### config.mk
export PLATFORM = sky130hd
export DESIGN_NAME = hpdcache_dir_sched
export DESIGN_NICKNAME = d
export VERILOG_FILES = /design/src/rtl/hpdcache_dir_sched_pkg.sv /design/src/rtl/hpdcache_dir_sched_buf.sv /design/src/rtl/hpdcache_dir_sched.sv
export SDC_FILE = /design/constraint.sdc
export NUM_CORES = 1
export LEC_CHECK = 0
export BUFFER_PORTS_ARGS = -buffer_cell sky130_fd_sc_hd__buf_2
export CAP_MARGIN = 20
export CORE_MARGIN = 5
export CORE_UTILIZATION = 55
export CTS_CLUSTER_DIAMETER = 50
export CTS_CLUSTER_SIZE = 40
export DETAILED_ROUTE_END_ITERATION = 16
export GPL_TIMING_DRIVEN = 1
export MAX_ROUTING_LAYER = met4
export PLACE_DENSITY_LB_ADDON = 0.1
export RECOVER_POWER = 25
export SYNTH_ARGS = -nofsm -noshare
export SYNTH_HDL_FRONTEND = slang
export SYNTH_SLANG_ARGS = --single-unit
### constraint.sdc
create_clock -name clk_i -period 9.8 [get_ports clk_i]
set_clock_uncertainty 0.15 [all_clocks]
set_input_delay 2.94 -clock clk_i [delete_from_list [all_inputs] [get_ports clk_i]]
set_output_delay 2.94 -clock clk_i [all_outputs]
set_load 0.05 [all_outputs]
### src/rtl/hpdcache_dir_sched_pkg.sv
// Shared types for the directory bank scheduler: request struct and response source tag.
package hpdcache_dir_sched_pkg;

    localparam int unsigned DIR_NUM_WAYS = 4;
    localparam int unsigned DIR_SETS_W   = 6;
    localparam int unsigned DIR_ENTRY_W  = 8;

    typedef logic [DIR_SETS_W-1:0]   hpdcache_dir_addr_t;
    typedef logic [DIR_NUM_WAYS-1:0] hpdcache_way_vector_t;
    typedef logic [DIR_ENTRY_W-1:0]  hpdcache_dir_entry_t;

    typedef enum logic [1:0] {
        DIR_SRC_NONE,
        DIR_SRC_CORE,
        DIR_SRC_COH
    } dir_sched_src_e;

    typedef struct packed {
        hpdcache_dir_addr_t                        addr;
        hpdcache_way_vector_t                      cs;
        hpdcache_way_vector_t                      we;
        hpdcache_dir_entry_t [DIR_NUM_WAYS-1:0]    wentry;
    } dir_sched_req_t;

    // Only pure reads produce a tagged response.
    function automatic logic is_read(dir_sched_req_t r);
        return (|r.cs) && !(|r.we);
    endfunction

endpackage

### src/rtl/hpdcache_dir_sched_buf.sv
// In-order core request buffer (shift FIFO, no fall-through); exposes every entry
// so the scheduler can check coherence requests against buffered writes.
module hpdcache_dir_sched_buf
    import hpdcache_dir_sched_pkg::*;
#(
    parameter int unsigned Depth = 2
) (
    input  logic                                clk,
    input  logic                                rst,
    input  logic                                push,
    input  logic                                pop,
    input  dir_sched_req_t                      wdata,
    output dir_sched_req_t                      head,
    output logic                                full,
    output logic                                empty,
    output logic                 [Depth-1:0]    valid,
    output hpdcache_dir_addr_t   [Depth-1:0]    addr,
    output hpdcache_way_vector_t [Depth-1:0]    we
);

    localparam int unsigned CntW = $clog2(Depth + 1);

    dir_sched_req_t [Depth-1:0] mem_q, mem_d;
    logic [CntW-1:0]            cnt_q, cnt_d;
    logic [CntW-1:0]            wr_idx;
    logic                       push_ok;

    assign full    = (cnt_q == CntW'(Depth));
    assign empty   = (cnt_q == '0);
    assign push_ok = push && !full;
    assign head    = mem_q[0];
    assign wr_idx  = cnt_q - CntW'(pop);

    always_comb begin
        mem_d = mem_q;
        cnt_d = cnt_q + CntW'(push_ok) - CntW'(pop);
        // Entry 0 is always the head; a pop shifts everything down by one slot.
        if (pop) begin
            mem_d = mem_q >> $bits(dir_sched_req_t);
        end
        if (push_ok) begin
            mem_d[wr_idx] = wdata;
        end
    end

    always_ff @(posedge clk or posedge rst) begin
        if (rst) begin
            mem_q <= '0;
            cnt_q <= '0;
        end else begin
            mem_q <= mem_d;
            cnt_q <= cnt_d;
        end
    end

    always_comb begin
        valid = '0;
        addr  = '0;
        we    = '0;
        for (int i = 0; i < Depth; i++) begin
            valid[i] = (CntW'(i) < cnt_q);
            addr[i]  = mem_q[i].addr;
            we[i]    = mem_q[i].we;
        end
    end

endmodule

### src/rtl/hpdcache_dir_sched.sv
// Directory SRAM bank scheduler: buffered core requests vs. unbuffered coherence requests.
// Optional anti-starvation burst limit enabled by HPDCACHE_DIR_SCHED_FAIRNESS_EN.
module hpdcache_dir_sched
    import hpdcache_dir_sched_pkg::*;
#(
    parameter int unsigned NumWays      = DIR_NUM_WAYS,
    parameter int unsigned CoreBufDepth = 2,
    parameter int unsigned MaxCohBurst  = 4
) (
    input  logic                             clk_i,
    input  logic                             rst_i,

    input  logic                             core_valid_i,
    output logic                             core_ready_o,
    input  logic [DIR_SETS_W-1:0]            core_addr_i,
    input  logic [NumWays-1:0]               core_cs_i,
    input  logic [NumWays-1:0]               core_we_i,
    input  logic [NumWays*DIR_ENTRY_W-1:0]   core_wentry_i,

    input  logic                             coh_valid_i,
    output logic                             coh_ready_o,
    input  logic [DIR_SETS_W-1:0]            coh_addr_i,
    input  logic [NumWays-1:0]               coh_cs_i,
    input  logic [NumWays-1:0]               coh_we_i,
    input  logic [NumWays*DIR_ENTRY_W-1:0]   coh_wentry_i,

    output logic [DIR_SETS_W-1:0]            dir_addr_o,
    output logic [NumWays-1:0]               dir_cs_o,
    output logic [NumWays-1:0]               dir_we_o,
    output logic [NumWays*DIR_ENTRY_W-1:0]   dir_wentry_o,

    output logic                             rsp_core_o,
    output logic                             rsp_coh_o
);

    dir_sched_req_t                           core_req, coh_req, buf_head, sel_req;
    dir_sched_src_e                           sel_src, src_q;
    logic                                     buf_full, buf_empty;
    logic                 [CoreBufDepth-1:0]  buf_valid;
    hpdcache_dir_addr_t   [CoreBufDepth-1:0]  buf_addr;
    hpdcache_way_vector_t [CoreBufDepth-1:0]  buf_we;
    logic                                     hazard, starve;
    logic                                     grant_core, grant_coh;

    always_comb begin
        core_req        = '0;
        core_req.addr   = core_addr_i;
        core_req.cs     = core_cs_i;
        core_req.we     = core_we_i;
        core_req.wentry = core_wentry_i;
        coh_req         = '0;
        coh_req.addr    = coh_addr_i;
        coh_req.cs      = coh_cs_i;
        coh_req.we      = coh_we_i;
        coh_req.wentry  = coh_wentry_i;
    end

    hpdcache_dir_sched_buf #(
        .Depth (CoreBufDepth)
    ) i_buf (
        .clk   (clk_i),
        .rst   (rst_i),
        .push  (core_valid_i),
        .pop   (grant_core),
        .wdata (core_req),
        .head  (buf_head),
        .full  (buf_full),
        .empty (buf_empty),
        .valid (buf_valid),
        .addr  (buf_addr),
        .we    (buf_we)
    );

    assign core_ready_o = !buf_full;

    // A coherence access must not overtake a buffered core write to the same set.
    always_comb begin
        hazard = 1'b0;
        for (int i = 0; i < CoreBufDepth; i++) begin
            if (buf_valid[i] && (|buf_we[i]) && (buf_addr[i] == coh_addr_i)) begin
                hazard = 1'b1;
            end
        end
    end

`ifdef HPDCACHE_DIR_SCHED_FAIRNESS_EN
    localparam int unsigned BurstW = $clog2(MaxCohBurst + 1);

    logic [BurstW-1:0] burst_q;

    always_ff @(posedge clk_i or posedge rst_i) begin
        if (rst_i) begin
            burst_q <= '0;
        end else if (grant_core || buf_empty) begin
            burst_q <= '0;
        end else if (grant_coh && (burst_q != BurstW'(MaxCohBurst))) begin
            burst_q <= burst_q + BurstW'(1);
        end
    end

    assign starve = (burst_q == BurstW'(MaxCohBurst));
`else
    logic unused_burst_cfg;
    assign unused_burst_cfg = ^MaxCohBurst;
    assign starve           = 1'b0;
`endif

    assign grant_coh   = coh_valid_i && !hazard && !(starve && !buf_empty);
    assign grant_core  = !buf_empty && !grant_coh;
    assign coh_ready_o = grant_coh;

    always_comb begin
        sel_req = coh_req;
        sel_src = DIR_SRC_NONE;
        if (grant_core) begin
            sel_req = buf_head;
        end
        if ((grant_core || grant_coh) && is_read(sel_req)) begin
            sel_src = grant_coh ? DIR_SRC_COH : DIR_SRC_CORE;
        end
    end

    always_ff @(posedge clk_i or posedge rst_i) begin
        if (rst_i) begin
            dir_addr_o   <= '0;
            dir_cs_o     <= '0;
            dir_we_o     <= '0;
            dir_wentry_o <= '0;
            src_q        <= DIR_SRC_NONE;
            rsp_core_o   <= 1'b0;
            rsp_coh_o    <= 1'b0;
        end else begin
            if (grant_core || grant_coh) begin
                dir_addr_o   <= sel_req.addr;
                dir_cs_o     <= sel_req.cs;
                dir_we_o     <= sel_req.we;
                dir_wentry_o <= sel_req.wentry;
            end else begin
                // Idle: deselect the bank, keep address/data lines quiet.
                dir_cs_o <= '0;
                dir_we_o <= '0;
            end
            src_q      <= sel_src;
            rsp_core_o <= (src_q == DIR_SRC_CORE);
            rsp_coh_o  <= (src_q == DIR_SRC_COH);
        end
    end

endmodule

; Yosys cells after proc, flatten, opt, wreduce, memory -nomap -nowiden
; Cells that the tools add are included.
[totals]
ff_bits = 144
latchBits = 0
ramBits = 0
romBits = 0
input_bits = 96
output_inout_bits = 50
memories = 0
[op_classes]
n_addsub = 3
multipliers = 0
div_mod_pow = 0
magnitude_cmp = 4
eq_ne = 5
n_shift = 0
mux = 12
bitwise_logic = 0
n_reduce_logical = 21
[op_table]
columns = operator, n
row1 = $mux W92, 2
row2 = $bwmux W92, 1
row3 = $mux W46, 2
row4 = $demux W46 S1, 1
row5 = $reduce_or A4 Y1, 4
row6 = $eq A6 B6 Y1, 2
row7 = $logic_and A1 B1 Y1, 10
row8 = $mux W4, 2
row9 = $logic_not A1 Y1, 5
row10 = $eq A2 B2 Y1 const B, 2
row11 = $lt A1 B2 Y1 const A, 2
row12 = $mux W2, 2
row13 = $sub A2 B1 Y2, 2
row14 = $add A2 B1 Y2, 1
row15 = $eq A2 B1 Y1 const B, 1
row16 = $ge A2 B1 Y1 const B, 1
row17 = $logic_not A2 Y1, 1
row18 = $lt A2 B2 Y1 const B, 1
row19 = $mux W1, 2
row20 = $logic_or A1 B1 Y1, 1

; Longest topological paths before layout
; Gate-level depths: netlist of run 1.
[logic_depth]
depth_word = 16
ltp_mapped = 15
ltp_nobuf = 10

; Cells and area by module
; Synthesis of run 1 repeated with hierarchy kept, for this count alone.
[hier_totals]
hier_cells = 563
area_unflattened_um2 = 7666.1
[by_module_without_submodules]
columns = module, n_inst, cells_per_inst, area_each_um2, seq_area_each_um2
row1 = hpdcache_dir_sched_buf, 1, 381, 5098.6, 2352.3
row2 = hpdcache_dir_sched, 1, 182, 2567.5, 1251.2

; Worst setup path before layout of run 1
; OpenSTA, ideal clock, no wires.
[synth_path]
kind = input-to-output
startpoint = input coh_addr_i[4]
endpoint = output coh_ready_o
arrival_time_ps = 4275
required_time_ps = 6710
setup_slack_ps = 2435
stages = 7
path_cell_list = xor2_1 -> nor4_1 -> nand4_1 -> nand3_1 -> buf_4 -> buf_2 -> inv_1
[synth_via]
elab_chain_cells = 6
[synth_lines]
columns = item, line
row1 = start: declaration, hpdcache_dir_sched.sv:22  ; input logic [DIR_SETS_W-1:0] coh_addr_i,
row2 = $eq A6 B6 Y1, hpdcache_dir_sched.sv:80  ; if (buf_valid[i] && (|buf_we[i]) && (buf_addr[i] == coh_addr_i)) begin
row3 = $logic_and A1 B1 Y1, hpdcache_dir_sched.sv:80
row4 = $mux W1, hpdcache_dir_sched.sv:80
row5 = $mux W1 *, hpdcache_dir_sched.sv:80
row6 = $logic_not A1 Y1 *, hpdcache_dir_sched.sv:108  ; assign grant_coh = coh_valid_i && !hazard && !(starve && !buf_empty);
row7 = $logic_and A1 B1 Y1 *, hpdcache_dir_sched.sv:108
row8 = end: declaration, hpdcache_dir_sched.sv:21  ; output logic coh_ready_o,
; Every way passes the cells marked *; elsewhere a longest branch is shown, timed or not.

; Worst setup path in the final report of run 1
; Ends and elaborated chain as after synthesis.

==> metrics.log, run 1 <==
INFO  metric max_slew_margin = -147%
INFO  metric postSynthRegisterBits = 144
INFO  metric placeableCoreArea = 12200 um^2
INFO  metric post_layout_nonfiller_instances = 867
INFO  metric floorplan.die_area = 14800 um^2
INFO  metric worst_skew_pair.late_latency = 0.42 ns
INFO  metric tritoncts_clock_tree = done
INFO  metric worstPathCellList = buf_2 -> xor2_1 -> nor4_1 -> nand4_1 -> nand3_2 -> inv_1 -> buf_2
INFO  metric grt_pass1_wl = 24700 um
INFO  metric cts_root_buffer = sky130_fd_sc_hd__clkbuf_16
INFO  metric crit_path_max_fanout = 3
INFO  metric final_nets = 785
INFO  metric final_cell_area = 8250 um^2
INFO  metric dr.first_iter.drc_count = 234
INFO  metric cts.repair.resized = 0
INFO  metric maximum_operating_frequency = 136 MHz
INFO  metric yosys_warnings = 0
INFO  metric placed_area = 7710 um^2
INFO  metric place.port_buffers = 145
INFO  metric post_cts_setup_repair_buffer_count = 0
INFO  metric worstSetupStartpointType = input pin
INFO  metric synth_top_cell_area_share = 52.4%
INFO  metric final.hold.worst_slack = 0.267 ns
INFO  metric timing.final.crit_period = 7.36 ns
INFO  metric reported_max_cap_violation_count = 1
INFO  metric timing.critical_path.arrival = 4.27 ns
INFO  metric die_x = 122 um
INFO  metric cell_area_after_synthesis = 6880 um^2
INFO  metric area.sequential = 3600 um^2
INFO  metric ws_path_type = input pin to output pin
INFO  metric postCtsHoldBufs = 0
INFO  metric start_util = 56.6%
INFO  metric period_share = 75.1%
INFO  metric nFillCells = 910
INFO  metric timing_max_transition_violations_final = 86
INFO  metric area_growth_syn_to_layout = 19.9%
INFO  metric violations = max-capacitance violations, max-slew violations
INFO  metric worst_pin_slew = 3.69 ns
INFO  metric place_ws = 2.44 ns
INFO  metric cts_htree_levels = 4
INFO  metric postLayoutCoreUtil = 67.8%
INFO  metric synth_cell_type_count = 32
INFO  metric initial_antenna_violation_count = 1
INFO  metric avgSynthCellArea = 12.5 um^2
INFO  metric part_of_the_yosys_area_used_for_sequential_elements = 52.4%
INFO  metric synth_edf_count = 0
INFO  metric required_time_of_the_critical_path = 6.71 ns
INFO  metric syn-num-nets = 648
INFO  metric clock_tree.buffer_depth = 2
INFO  metric cts.reportedPaths.clkPinSlew = 0.06 ns
INFO  metric totalNegativeSetupSlack = 0 ns
INFO  metric drive_gt1_share = 49.7%
INFO  metric element_type_at_the_critical_path_end = output pin
INFO  metric post-place-cells = 835
INFO  metric critical_path.slowest_cell = sky130_fd_sc_hd__nor4_1
INFO  metric critPathMaxStageDelay = 0.31 ns
INFO  metric synth_cells = 550
INFO  metric worst_path_dominant_cell_family = simple AND/OR/NAND/NOR gates
INFO  metric boundaryPins = 146
INFO  metric post-synth-top-count-cell = sky130_fd_sc_hd__dfrtp_1
INFO  metric rsz0062_at_grt = no
INFO  metric gp_routability_congestion = 0.804
INFO  metric dp.final_hpwl = 9820 um
INFO  metric detail_route.wl_per_cell = 17.2 um
INFO  metric synth-async-reset-ratio = 100%
INFO  metric vias_per_cell = 5.34
INFO  metric grt_pass1_vias = 5001
INFO  metric antenna_left = 0
INFO  metric setup_viol = 0
INFO  metric run_status = finished, violations left
INFO  metric synth_largest_area_cell = sky130_fd_sc_hd__dfrtp_1
INFO  metric setup_slack = 2.44 ns
INFO  metric ir_drop = 0.000229 V
INFO  metric grtUsageTotal = 21.9%
INFO  metric cellPowerDensity = 328 nW/um^2
INFO  metric chipHeight = 122 um
INFO  metric timing.critical_path.mode_cell = sky130_fd_sc_hd__buf_2
INFO  metric first_pass_iters = 4
INFO  metric synth.top_cells.by_count = sky130_fd_sc_hd__dfrtp_1 (144), sky130_fd_sc_hd__mux2_2 (122), sky130_fd_sc_hd__nand2_1 (93)
INFO  metric drcViolationCount = 0
INFO  metric synthTopCellsByArea = sky130_fd_sc_hd__dfrtp_1 (52%), sky130_fd_sc_hd__mux2_2 (20%), sky130_fd_sc_hd__mux2_4 (8.7%)
INFO  metric cts_made_buffers = 17
INFO  metric multi_input_comb_area = 3090 um^2
INFO  metric numClockSinks = 144
INFO  metric overflow = 0
INFO  metric route.final.wire_length = 14900 um
INFO  metric grt_start_max_net_pins = 86
INFO  metric primary_ff_master_synth = sky130_fd_sc_hd__dfrtp_1
INFO  metric power.leakage = 4.16 nW
INFO  metric routed-via-count = 4631
INFO  metric design_power_total = 2.71 mW
INFO  metric row_count = 40
INFO  metric timing.final.hold_violations = 0
INFO  metric critPathBufInv = 3
INFO  metric worstHoldPathType = flip-flop to flip-flop
-- logic make-up (layout without fill, tap and decap cells) --
group           after synthesis  after routing  share of synthesized area (%)
mux                         176            176                           30.9
compound gates               54             54                           4.16
simple gates                119            119                           7.37
flops                       144            144                           52.4
buf+inv                      41            189                           3.04
other cells                   0              1                              0
xor+xnor                     14             14                           1.78
fa+ha+maj                     2              2                          0.364
-- metal layers --
layer / GRT usage, % / wire length (um)
met4: 8.19 / 314
met5: - / 0
met3: 4.92 / 632
met1: 26.7 / 6540
met2: 35.9 / 7450
-- cell type report --
type	count	area share (%)
multi-input combinational	365	37.5
antenna	1	0.0303
sequential	144	43.7
clock buffer	23	5.79
tap	168	2.55
timing repair buffer	151	9.59
clock inverter	7	0.455
inverter	8	0.379
-- path summary, 6_finish.rpt --
path | start | to | slack [ns] | cells after the start
setup / recovery | coh_addr_i[4] | coh_ready_o | 2.44 | 7
hold / removal | src_q[0]$_DFF_PP0_ | rsp_coh_o$_DFF_PP0_ | 0.27 | 1
setup reg to reg | i_buf.head[35]$_DFF_PP0_ | i_buf.head[29]$_DFF_PP0_ | 5.00 | 11
hold reg to reg | src_q[0]$_DFF_PP0_ | rsp_coh_o$_DFF_PP0_ | 0.27 | 1
max in group asynchronous | rst_i | i_buf.head[14]$_DFF_PP0_ | 4.06 | 3
min in group asynchronous | rst_i | dir_wentry_o[2]$_DFFE_PP0P_ | 3.46 | 2
-- registers in the layout, summed over array words and instances, names as in the netlist, 2 cells and up --
| register | flops |
|---|---|
| i_buf.head | 40 |
| i_buf.we | 4 |
| i_buf.addr | 12 |
| src_q | 2 |
| dir_cs_o | 4 |
| i_buf.cnt_q | 2 |
| dir_wentry_o | 32 |
| dir_we_o | 4 |
| dir_addr_o | 6 |
| i_buf.mem_q | 36 |
-- cell usage in the layout, fill, tap and decap left out, types with 2 or more instances in the layout --
master | Yosys | final
sky130_fd_sc_hd__mux2_2 | 122 | 122
sky130_fd_sc_hd__nand2_1 | 93 | 93
sky130_fd_sc_hd__o21ai_0 | 50 | 50
sky130_fd_sc_hd__clkbuf_8 | 0 | 3
sky130_fd_sc_hd__mux2_1 | 10 | 10
sky130_fd_sc_hd__clkinv_2 | 0 | 6
sky130_fd_sc_hd__buf_4 | 1 | 5
sky130_fd_sc_hd__and3_1 | 2 | 2
sky130_fd_sc_hd__clkbuf_16 | 0 | 17
sky130_fd_sc_hd__nor2b_1 | 6 | 6
sky130_fd_sc_hd__clkbuf_1 | 12 | 3
sky130_fd_sc_hd__nor2_4 | 1 | 2
sky130_fd_sc_hd__inv_1 | 8 | 7
sky130_fd_sc_hd__xnor2_1 | 4 | 4
sky130_fd_sc_hd__nor4_1 | 5 | 5
sky130_fd_sc_hd__xor2_1 | 10 | 10
sky130_fd_sc_hd__dfrtp_1 | 144 | 144
sky130_fd_sc_hd__mux2_4 | 40 | 40
sky130_fd_sc_hd__ha_1 | 2 | 2
sky130_fd_sc_hd__mux2i_1 | 4 | 4
sky130_fd_sc_hd__buf_2 | 11 | 145
sky130_fd_sc_hd__nor2_1 | 4 | 3
-- where the power goes --
group | total [mW] | leakage (nW) | internal, mW | switching (mW)
clock network | 0.568 | 0.258 | 0.337 | 0.231
logic | 1.20 | 2.02 | 0.552 | 0.644
registers | 0.944 | 1.88 | 0.816 | 0.128
total | 2.71 | 4.16 | 1.71 | 1.00
-- worst register-to-register path: stages, from the launching register on --
cell	delay [ns]
sky130_fd_sc_hd__dfrtp_1	0.40
sky130_fd_sc_hd__nor4_1	0.55
sky130_fd_sc_hd__nor3_1	0.14
sky130_fd_sc_hd__nand3_1	0.23
sky130_fd_sc_hd__o211ai_1	0.16
sky130_fd_sc_hd__ha_1	0.26
sky130_fd_sc_hd__and3_1	0.20
sky130_fd_sc_hd__o21ai_1	0.31
sky130_fd_sc_hd__or2_4	0.83
sky130_fd_sc_hd__o2111ai_4	0.65
sky130_fd_sc_hd__buf_4	0.48
sky130_fd_sc_hd__mux2_2	0.34
Note: power is estimated with default switching activity, not from simulation.
==> run 2: changes to the inputs <==
==> constraint.sdc (replaced) <==
create_clock -name clk_i -period 7.19 [get_ports clk_i]
set_clock_uncertainty 0.15 [all_clocks]
set_input_delay 2.157 -clock clk_i [delete_from_list [all_inputs] [get_ports clk_i]]
set_output_delay 2.157 -clock clk_i [all_outputs]
set_load 0.05 [all_outputs]
==> run 2 against run 1 <==
Net effect:
- the run still ends with max-capacitance violations, max-slew violations left
- clock-buffer cell count up 2
- core utilization up 0.49 points
- worst hold slack better by 0.0053 ns
- highest routed layer unchanged
- via count down 0.76%
- critical path depth unchanged
- routed wire length down 0.92%
- die area unchanged
- global-route usage up 0.15 points
==> metrics.log, run 2 (same netlist as run 1, synthesis figures left out) <==
INFO  metric run_status = finished, violations left
INFO  metric violations = max-capacitance violations, max-slew violations
INFO  metric cellPowerDensity = 453 nW/um^2 (+38%)
INFO  metric max_slew_margin = -148% (-0.64 points)
INFO  metric worstHoldPathType = flip-flop to flip-flop
INFO  metric routed-via-count = 4596 (-0.76%)
INFO  metric worst_skew_pair.late_latency = 0.41 ns (about the same)
INFO  metric ir_drop = 0.000237 V (+3.5%)
INFO  metric dr.first_iter.drc_count = 218 (-6.8%)
INFO  metric cts_htree_levels = 4 (unchanged)
INFO  metric worstSetupStartpointType = input pin
INFO  metric grt_pass1_vias = 4956 (-0.90%)
INFO  metric route.final.wire_length = 14800 um (-0.92%)
INFO  metric reg2reg_from = i_buf.cnt_q[1]$_DFF_PP0_
INFO  metric required_time_of_the_critical_path = 4.88 ns (-1.83 ns)
INFO  metric start_util = 56.6% (unchanged)
INFO  metric gp_routability_congestion = 0.780 (-3.1%)
INFO  metric r2r_endpoint = i_buf.head[34]$_DFF_PP0_
INFO  metric dp.final_hpwl = 9720 um (-1.1%)
INFO  metric reg2regPathDepth = 10 (-1)
INFO  metric overflow = 0 (unchanged)
INFO  metric grt_start_max_net_pins = 87 (+1.2%)
INFO  metric die_x = 122 um (unchanged)
INFO  metric setup_viol = 0 (unchanged)
INFO  metric period_share = 80.1%
INFO  metric chipHeight = 122 um (unchanged)
INFO  metric worst_path_dominant_cell_family = simple AND/OR/NAND/NOR gates
INFO  metric detail_route.wl_per_cell = 17.0 um (-1.1%)
INFO  metric worst_pin_slew = 3.70 ns (+0.00953 ns)
INFO  metric largest_reg_flops = 40 (unchanged)
INFO  metric layout_common_cells = sky130_fd_sc_hd__buf_2 (145), sky130_fd_sc_hd__dfrtp_1 (144), sky130_fd_sc_hd__mux2_2 (122), sky130_fd_sc_hd__nand2_1 (93), sky130_fd_sc_hd__o21ai_0 (50)
INFO  metric critical_path.slowest_cell = sky130_fd_sc_hd__nand4_1
INFO  metric initial_antenna_violation_count = 1 (unchanged)
INFO  metric critPathMaxStageDelay = 0.28 ns (-0.03 ns)
INFO  metric rsz0062_at_grt = no
INFO  metric critPathBufInv = 3 (unchanged)
INFO  metric numClockSinks = 144 (unchanged)
INFO  metric post_cts_setup_repair_buffer_count = 0 (unchanged)
INFO  metric startpoint = coh_addr_i[4]
INFO  metric tritoncts_clock_tree = done
INFO  metric design_power_total = 3.76 mW (+39%)
INFO  metric crit_path_max_fanout = 3 (unchanged)
INFO  metric row_count = 40 (unchanged)
INFO  metric worstPathCellList = buf_2 -> xor2_1 -> nor4_1 -> nand4_1 -> nand3_2 -> inv_1 -> buf_2
INFO  metric vias_per_cell = 5.29 (-0.98%)
INFO  metric place.port_buffers = 145 (unchanged)
INFO  metric floorplan.die_area = 14800 um^2 (unchanged)
INFO  metric cp-endpoint = coh_ready_o
INFO  metric timing.critical_path.arrival = 3.45 ns (-0.82 ns)
INFO  metric timing.final.crit_period = 5.76 ns
INFO  metric cts_made_buffers = 17 (unchanged)
INFO  metric drcViolationCount = 0 (unchanged)
INFO  metric power.leakage = 4.19 nW (+0.71%)
INFO  metric grtUsageTotal = 22.1% (+0.15 points)
INFO  metric final.hold.worst_slack = 0.273 ns (+0.00534 ns)
INFO  metric totalNegativeSetupSlack = 0 ns (unchanged)
INFO  metric ws_path_type = input pin to output pin
INFO  metric reported_max_cap_violation_count = 1 (unchanged)
INFO  metric grt_pass1_wl = 24700 um (+0.17%)
INFO  metric boundaryPins = 146 (unchanged)
INFO  metric timing.final.hold_violations = 0 (unchanged)
INFO  metric element_type_at_the_critical_path_end = output pin
INFO  metric clock_tree.buffer_depth = 2 (unchanged)
INFO  metric final_nets = 786 (+0.13%)
INFO  metric post_layout_nonfiller_instances = 869 (+0.23%)
INFO  metric drive_gt1_share = 49.7% (about the same)
INFO  metric area_growth_syn_to_layout = 20.7%
INFO  metric cts.repair.resized = 0 (unchanged)
INFO  metric placeableCoreArea = 12200 um^2 (unchanged)
INFO  metric rrSetupSlack = 3.10 ns (-1.90 ns)
INFO  metric postLayoutCoreUtil = 68.3% (+0.49 points)
INFO  metric maximum_operating_frequency = 174 MHz
INFO  metric timing_max_transition_violations_final = 87 (+1.2%)
INFO  metric mostFrequentLayoutCell = sky130_fd_sc_hd__buf_2
INFO  metric first_pass_iters = 4 (unchanged)
INFO  metric postCtsHoldBufs = 0 (unchanged)
INFO  metric antenna_left = 0 (unchanged)
INFO  metric cts_root_buffer = sky130_fd_sc_hd__clkbuf_16
INFO  metric post-place-cells = 836 (+0.12%)
INFO  metric cts.reportedPaths.clkPinSlew = 0.06 ns (about the same)
INFO  metric worstSetupPathDepth = 7 (unchanged)
INFO  metric timing.critical_path.mode_cell = sky130_fd_sc_hd__buf_2
[run 2: cell count changes in the layout (fill, tap and decap cells not counted), sizes merged]
cell,previous run,this run
buf,151,152
clkbuf,23,25
bufinv,0,2
clkinv,6,4
clkinvlp,2,1
[run 2: through the flow]
stage	setup slack (ns)	cell area [um^2]
floorplan	1.02	6880
global placement	1.43	7710
detailed placement	1.43	7710
CTS	1.42	8290
global route	1.37	8310
finish	1.43	8310
[run 2: layer usage]
metal / GRT usage (%) / wire [um] / vias up
met5: - / 0 / -
met4: 7.98 / 284 / 0
met3: 4.69 / 852 / 22
met2: 36.5 / 7400 / 136
met1: 26.8 / 6270 / 2265
li1: - / - / 2173
[run 2: worst min path at each step]
| stage | endpoint | cells past startpoint | slack [ns] | from |
|---|---|---|---|---|
| 2_1_floorplan | rsp_coh_o$_DFF_PP0_ | 1 | 0.24 | src_q[0]$_DFF_PP0_ |
| 3_3_place_gp | rsp_coh_o$_DFF_PP0_ | 1 | 0.26 | src_q[0]$_DFF_PP0_ |
| 3_5_place_dp | rsp_coh_o$_DFF_PP0_ | 1 | 0.27 | src_q[0]$_DFF_PP0_ |
| 4_1_cts | rsp_coh_o$_DFF_PP0_ | 1 | 0.27 | src_q[0]$_DFF_PP0_ |
| 5_1_grt | rsp_coh_o$_DFF_PP0_ | 1 | 0.30 | src_q[0]$_DFF_PP0_ |
| 6_report | rsp_coh_o$_DFF_PP0_ | 1 | 0.27 | src_q[0]$_DFF_PP0_ |
[run 2: layout make-up]
type	instances	area, um^2
fill	938	3850
sequential	144	3600
multi-input combinational	365	3090
timing repair buffer	152	791
clock buffer	25	495
tap	168	210
clock inverter	6	80.1
inverter	8	31.3
antenna	1	2.50
[run 2: power breakdown]
group | total, mW | switching (mW) | internal (mW)
clock | 0.855 | 0.312 | 0.543
sequential | 1.29 | 0.174 | 1.11
combinational | 1.62 | 0.873 | 0.748
